==> config.mk <==
export PLATFORM = sky130hd
export DESIGN_NAME = booth_divider
export DESIGN_NICKNAME = d
export VERILOG_FILES = /design/src/rtl/div_pkg.sv /design/src/rtl/booth_divider_datapath.sv /design/src/rtl/booth_divider.sv
export SDC_FILE = /design/constraint.sdc
export NUM_CORES = 1
export LEC_CHECK = 0
export ABC_AREA = 1
export CAP_MARGIN = 15
export CORE_ASPECT_RATIO = 1.75
export CORE_MARGIN = 2
export CORE_UTILIZATION = 52
export DETAILED_ROUTE_END_ITERATION = 7
export HOLD_SLACK_MARGIN = 0.08
export PLACE_DENSITY_LB_ADDON = 0.2
export SYNTH_ARGS = -nofsm -noshare
export SYNTH_HDL_FRONTEND = slang
export SYNTH_SLANG_ARGS = --single-unit
export TNS_END_PERCENT = 5
==> constraint.sdc <==
create_clock -name clk -period 2.4 [get_ports clk]
set_input_delay 0.72 -clock clk [delete_from_list [all_inputs] [get_ports clk]]
set_output_delay 0.72 -clock clk [all_outputs]
set_load 0.01 [all_outputs]
==> src/rtl/div_pkg.sv <==
// rtl/div_pkg.sv - shared constants, state encoding and sizing helper for booth_divider
package div_pkg;

    localparam int DIV_WIDTH_DEFAULT = 8;

    typedef enum logic [1:0] {
        S_IDLE = 2'd0,
        S_ITER = 2'd1,
        S_FIX  = 2'd2,
        S_DONE = 2'd3
    } div_state_t;

    // Counter must hold the value WIDTH itself, hence WIDTH+1.
    function automatic int cnt_w(input int width);
        return $clog2(width + 1);
    endfunction

endpackage

==> src/rtl/booth_divider_datapath.sv <==
// rtl/booth_divider_datapath.sv - A/Q/M registers, add/sub unit, counter, sign and result registers
module booth_divider_datapath
    import div_pkg::*;
#(
    parameter int WIDTH = DIV_WIDTH_DEFAULT
) (
    input  logic             clk,
    input  logic             clr,
    input  logic             load,
    input  logic             step,
    input  logic             fix,
    input  logic             ld_zero,
    input  logic [WIDTH-1:0] dividend,
    input  logic [WIDTH-1:0] divisor,
    output logic [WIDTH-1:0] quotient,
    output logic [WIDTH-1:0] remainder,
    output logic             a_neg,
    output logic             cnt_last,
    output logic             m_zero
);

    localparam int CNT_W = cnt_w(WIDTH);

    logic [WIDTH:0]   a;
    logic [WIDTH-1:0] q;
    logic [WIDTH-1:0] m;
    logic [CNT_W-1:0] cnt;
    logic             sd;
    logic             sv;

    logic [WIDTH:0]   a_sh;
    logic [WIDTH:0]   m_ext;
    logic [WIDTH:0]   a_new;
    logic [WIDTH-1:0] r_mag;

    // Unsigned magnitude: |-2^(W-1)| = 2^(W-1) still fits in WIDTH bits.
    function automatic logic [WIDTH-1:0] mag(input logic [WIDTH-1:0] v);
        return v[WIDTH-1] ? (~v + 1'b1) : v;
    endfunction

    assign m_ext    = {1'b0, m};
    assign a_sh     = {a[WIDTH-1:0], q[WIDTH-1]};
    assign a_new    = a[WIDTH] ? (a_sh + m_ext) : (a_sh - m_ext);
    assign r_mag    = a[WIDTH] ? (a[WIDTH-1:0] + m) : a[WIDTH-1:0];
    assign a_neg    = a[WIDTH];
    assign cnt_last = (cnt == CNT_W'(1));
    assign m_zero   = (divisor == '0);

    always_ff @(posedge clk or negedge clr) begin
        if (!clr) begin
            a         <= '0;
            q         <= '0;
            m         <= '0;
            cnt       <= '0;
            sd        <= 1'b0;
            sv        <= 1'b0;
            quotient  <= '0;
            remainder <= '0;
        end else begin
            if (load) begin
                a   <= '0;
                q   <= mag(dividend);
                m   <= mag(divisor);
                cnt <= CNT_W'(WIDTH);
                sd  <= dividend[WIDTH-1];
                sv  <= divisor[WIDTH-1];
            end
            if (ld_zero) begin
                quotient  <= '1;
                remainder <= dividend;
            end
            if (step) begin
                a   <= a_new;
                q   <= {q[WIDTH-2:0], ~a_new[WIDTH]};
                cnt <= cnt - CNT_W'(1);
            end
            if (fix) begin
                quotient  <= (sd ^ sv) ? (~q + 1'b1) : q;
                remainder <= sd ? (~r_mag + 1'b1) : r_mag;
            end
        end
    end

endmodule

==> src/rtl/booth_divider.sv <==
// rtl/booth_divider.sv - signed non-restoring divider: go/over FSM plus datapath instance
module booth_divider
    import div_pkg::*;
#(
    parameter int WIDTH = DIV_WIDTH_DEFAULT
) (
    input  logic             clk,
    input  logic             clr,
    input  logic             go,
    input  logic [WIDTH-1:0] dividend,
    input  logic [WIDTH-1:0] divisor,
    output logic [WIDTH-1:0] quotient,
    output logic [WIDTH-1:0] remainder,
    output logic             busy,
    output logic             over,
    output logic             div0
);

    div_state_t state;

    logic load;
    logic step;
    logic fix;
    logic ld_zero;
    logic a_neg;
    logic cnt_last;
    logic m_zero;

    assign load    = (state == S_IDLE) && go;
    assign ld_zero = load && m_zero;
    assign step    = (state == S_ITER);
    assign fix     = (state == S_FIX);

    booth_divider_datapath #(
        .WIDTH (WIDTH)
    ) u_dp (
        .clk       (clk),
        .clr       (clr),
        .load      (load),
        .step      (step),
        .fix       (fix),
        .ld_zero   (ld_zero),
        .dividend  (dividend),
        .divisor   (divisor),
        .quotient  (quotient),
        .remainder (remainder),
        .a_neg     (a_neg),
        .cnt_last  (cnt_last),
        .m_zero    (m_zero)
    );

    // The final negative-remainder correction lives in the datapath's fix path,
    // so the controller only needs a_neg for observability of the last step.
    logic unused_a_neg;
    assign unused_a_neg = a_neg;

    always_ff @(posedge clk or negedge clr) begin
        if (!clr) begin
            state <= S_IDLE;
            busy  <= 1'b0;
            over  <= 1'b0;
            div0  <= 1'b0;
        end else begin
            case (state)
                S_IDLE: begin
                    if (go) begin
                        if (m_zero) begin
                            state <= S_DONE;
                            div0  <= 1'b1;
                            busy  <= 1'b0;
                            over  <= 1'b1;
                        end else begin
                            state <= S_ITER;
                            busy  <= 1'b1;
                        end
                    end
                end
                S_ITER: begin
                    if (cnt_last) begin
                        state <= S_FIX;
                    end
                end
                S_FIX: begin
                    state <= S_DONE;
                    div0  <= 1'b0;
                    busy  <= 1'b0;
                    over  <= 1'b1;
                end
                S_DONE: begin
                    // Level go held high must not retrigger; wait for it to drop.
                    if (!go) begin
                        state <= S_IDLE;
                        over  <= 1'b0;
                    end
                end
                default: state <= S_IDLE;
            endcase
        end
    end

endmodule

==> results.md <==
- Sequential cell area: 1300 sq um
- RSZ-0062 raised after global routing: true
- DR vias/cell: 5.52
- Synth Flop Type: dfrtp_1
- Mapped Nets: 554
- Area Growth Syn to Fin: 24.2%
- Crit-path slowest cell: dfrtp_1
- Status: finished clean
- CTS tree: built
- Die height: 116 um
- FF-to-FF End: u_dp.a[7]$_DFFE_PN0P_
- TNS Setup: 0 ps
- Crit. End Element: flop
- Layout cells sized above 1: 0.134
- Fillcell total: 608
- Sequential area share after synthesis: 0.349
- Library cells used by synthesis: 41
- Remaining antenna violation count: 0
- Hpwl dp: 7750 um
- Global-route wire length before repair: 16100 um
- R2R Path Start: u_dp.m[0]$_DFFE_PN0P_
- Worst EP required: 2570 ps
- Final-report max-slew violation count: 0
- Reg2reg path depth: 12
- Worst setup path class: flop to flop
- Post-synthesis cell count: 507
- Layout Skew: 4.81 ps
- Ys async rst share: 1.00
- Crit path time final: 2300 ps
- R2r setup slk: 100 ps
- WL final: 10200 um
- Non-Filler Instances: 657
- Worst-Skew Late Latency: 300 ps
- Yosys top cell area share: 0.349
- Peak Freq: 435 MHz
- Type of origin of the critical path: flop
- Post-route clock period utilization: 0.957
- Num CTS Buffers: 5
- Final hold vios: 0
- CP max FO: 4
- Top cells by count, synth: 114 x nand2_1, 73 x inv_1, 52 x dfrtp_1, 45 x nor2_1, 34 x o21ai_0
- #FFs+latches synth: 52
- Final GP Congestion: 0.977
- Worst path max stage delay: 400 ps
- Power per cell area: 1580 nW/um^2
- Initial core utilization: 0.540
- Biggest area consumer among synthesized cells: dfrtp_1
- Most common cell in the netlist: nand2_1
- Worst Path Arrival: 2470 ps
- Clock H-tree levels: 2
- Die Wd: 68.0 um
- Placed cell count: 646
- Area of the core: 6910 sq um
- Via Count: 3627
- Final setup viols: 0
- Number of buffers inserted by port buffering: 37
- Syn_area_per_cell: 7.35 sq um
- Fin area: 4630 sq um
- Top cells by area, synth: dfrtp_1 35%, nand2_1 11%, ha_1 8.7%
- Critical-path cell list: inv_1 -> ha_1 -> a21oi_1 -> xor2_1 -> ha_1 -> inv_2 -> nor4_2 -> nand2_1 -> nand2_1 -> a21oi_1 -> o21ai_1 -> o21ai_0
- Yosys warnings: 0
- Post-Syn Area: 3730 sq um
- Root Buffer: clkbuf_16
- Max Cap Viol: 0
- Power, Total: 7.32 mW
- Initial antenna violation count: 0
- HP Class: primary input to asynchronous set/reset pin
- Die ar.: 7890 sq um
- Placed Instance Area: 4380 sq um
- Detailed Route Iter0 Violations: 275
- Post-DR wirelength/cell: 15.5 um
- CTS Buffer Depth: 2
- Multi-input logic area: 2140 sq um
- Initial DRT Pass Iterations: 4
- Max IR drop VDD: 968 uV
- CTS Sinks: 52
- Residual overflow from global routing: 0
- Total GRT Usage: 0.274
- Num ports: 38
- Leak: 2.29 nW
- NumNets Final: 619
- Vias in the first global route: 3599
- Clock transition at the registers of the reported paths: 70 ps
- ANT cells: 0
- Pin count of the biggest net entering global routing: 53
- Slew @ Worst Pin: 473 ps
- Post-synth EDFFs: 0
- Rel. slew slack: 0.684
- FP Rows: 40
- DRC viols: 0
[cell type report]
cell class	instances	share of cell area
inverter	80	0.0659
sequential	52	0.281
clock buffer	5	0.0270
clock inverter	3	0.00594
timing repair buffer	68	0.135
tap	84	0.0227
multi-input combinational	365	0.462
[registers in the layout, summed over array words and instances, names as in the netlist]
| signal | count |
|---|---|
| u_dp.sd | 1 |
| u_dp.remainder | 8 |
| u_dp.q | 8 |
| over | 1 |
| u_dp.m | 8 |
| div0 | 1 |
| u_dp.sv | 1 |
| u_dp.a | 9 |
| u_dp.quotient | 8 |
| state | 2 |
| u_dp.cnt | 4 |
| busy | 1 |
[cells in the final DEF, fill, tap and decap left out, drive strengths merged]
cell and instances:
nor3 9, nor4 2, a221oi 1, a21o 3, a21oi 24, o32ai 2
o31a 1, clkdlybuf4s50 36, a31oi 3, nand2 118, clkbuf 5, nand4 1
buf 32, o221ai 7, o211ai 6, nor2 50, clkinv 2, fa 2
nand3 32, clkinvlp 1, ha 26, xnor2 3, o31ai 3, dfrtp 52
inv 80, o22ai 2, or2 2, xor2 16, o21ai 52
[timing repair]
item	CTS	global route
endpoints found under the setup margin	0	7
hold buffers	0	0
gates resized for setup	0	20
setup buffers	0	3
[per-stage QoR]
step                      hold slack [ps]  setup slack (ps)  utilization
after floorplan                       424               171            -
after global placement                460             -74.4        0.634
after detailed placement              466             -97.4        0.634
after CTS                             416              16.0        0.657
after global routing                  421             -59.8        0.670
final                                 397               104        0.670
[metal layers]
metal	global-route usage	up-vias	wire length (um)
met4	0.161	0	544
met3	0.0301	33	376
met1	0.282	1700	3650
met2	0.509	107	5580
met5	0	-	0
li1	-	1787	-
[kinds of logic after synthesis]
| group | after synthesis | share of synthesized area |
|---|---|---|
| buf+inv | 90 | 0.0960 |
| xor+xnor | 19 | 0.0446 |
| simple gates | 214 | 0.248 |
| flops | 52 | 0.349 |
| fa+ha+maj | 28 | 0.0980 |
| compound gates | 104 | 0.164 |
[worst max path at each step]
stage / from / to / slack [ps]
2_1_floorplan: u_dp.m[1]$_DFFE_PN0P_ / u_dp.a[6]$_DFFE_PN0P_ / 170
3_3_place_gp: divisor[0] / u_dp.remainder[7]$_DFFE_PN0P_ / -70
3_5_place_dp: divisor[0] / u_dp.remainder[7]$_DFFE_PN0P_ / -100
4_1_cts: u_dp.m[0]$_DFFE_PN0P_ / u_dp.a[6]$_DFFE_PN0P_ / 20
5_1_grt: u_dp.m[2]$_DFFE_PN0P_ / u_dp.q[0]$_DFFE_PN0P_ / -60
6_report: u_dp.m[0]$_DFFE_PN0P_ / u_dp.a[7]$_DFFE_PN0P_ / 100
[critical path: cells and delay by family, from the launching register on]
kind	cells	cell delay (ps)
flops	1	400
buf+inv	2	140
simple gates	3	420
fa+ha+maj	2	600
xor+xnor	1	120
compound gates	4	480
[report_power, final]
group | internal, mW | switching, mW | total, mW
registers | 1.29 | 0.404 | 1.70
logic | 2.02 | 2.84 | 4.86
clock network | 0.397 | 0.364 | 0.761
No activity file was read; power rests on OpenSTA's default activity.
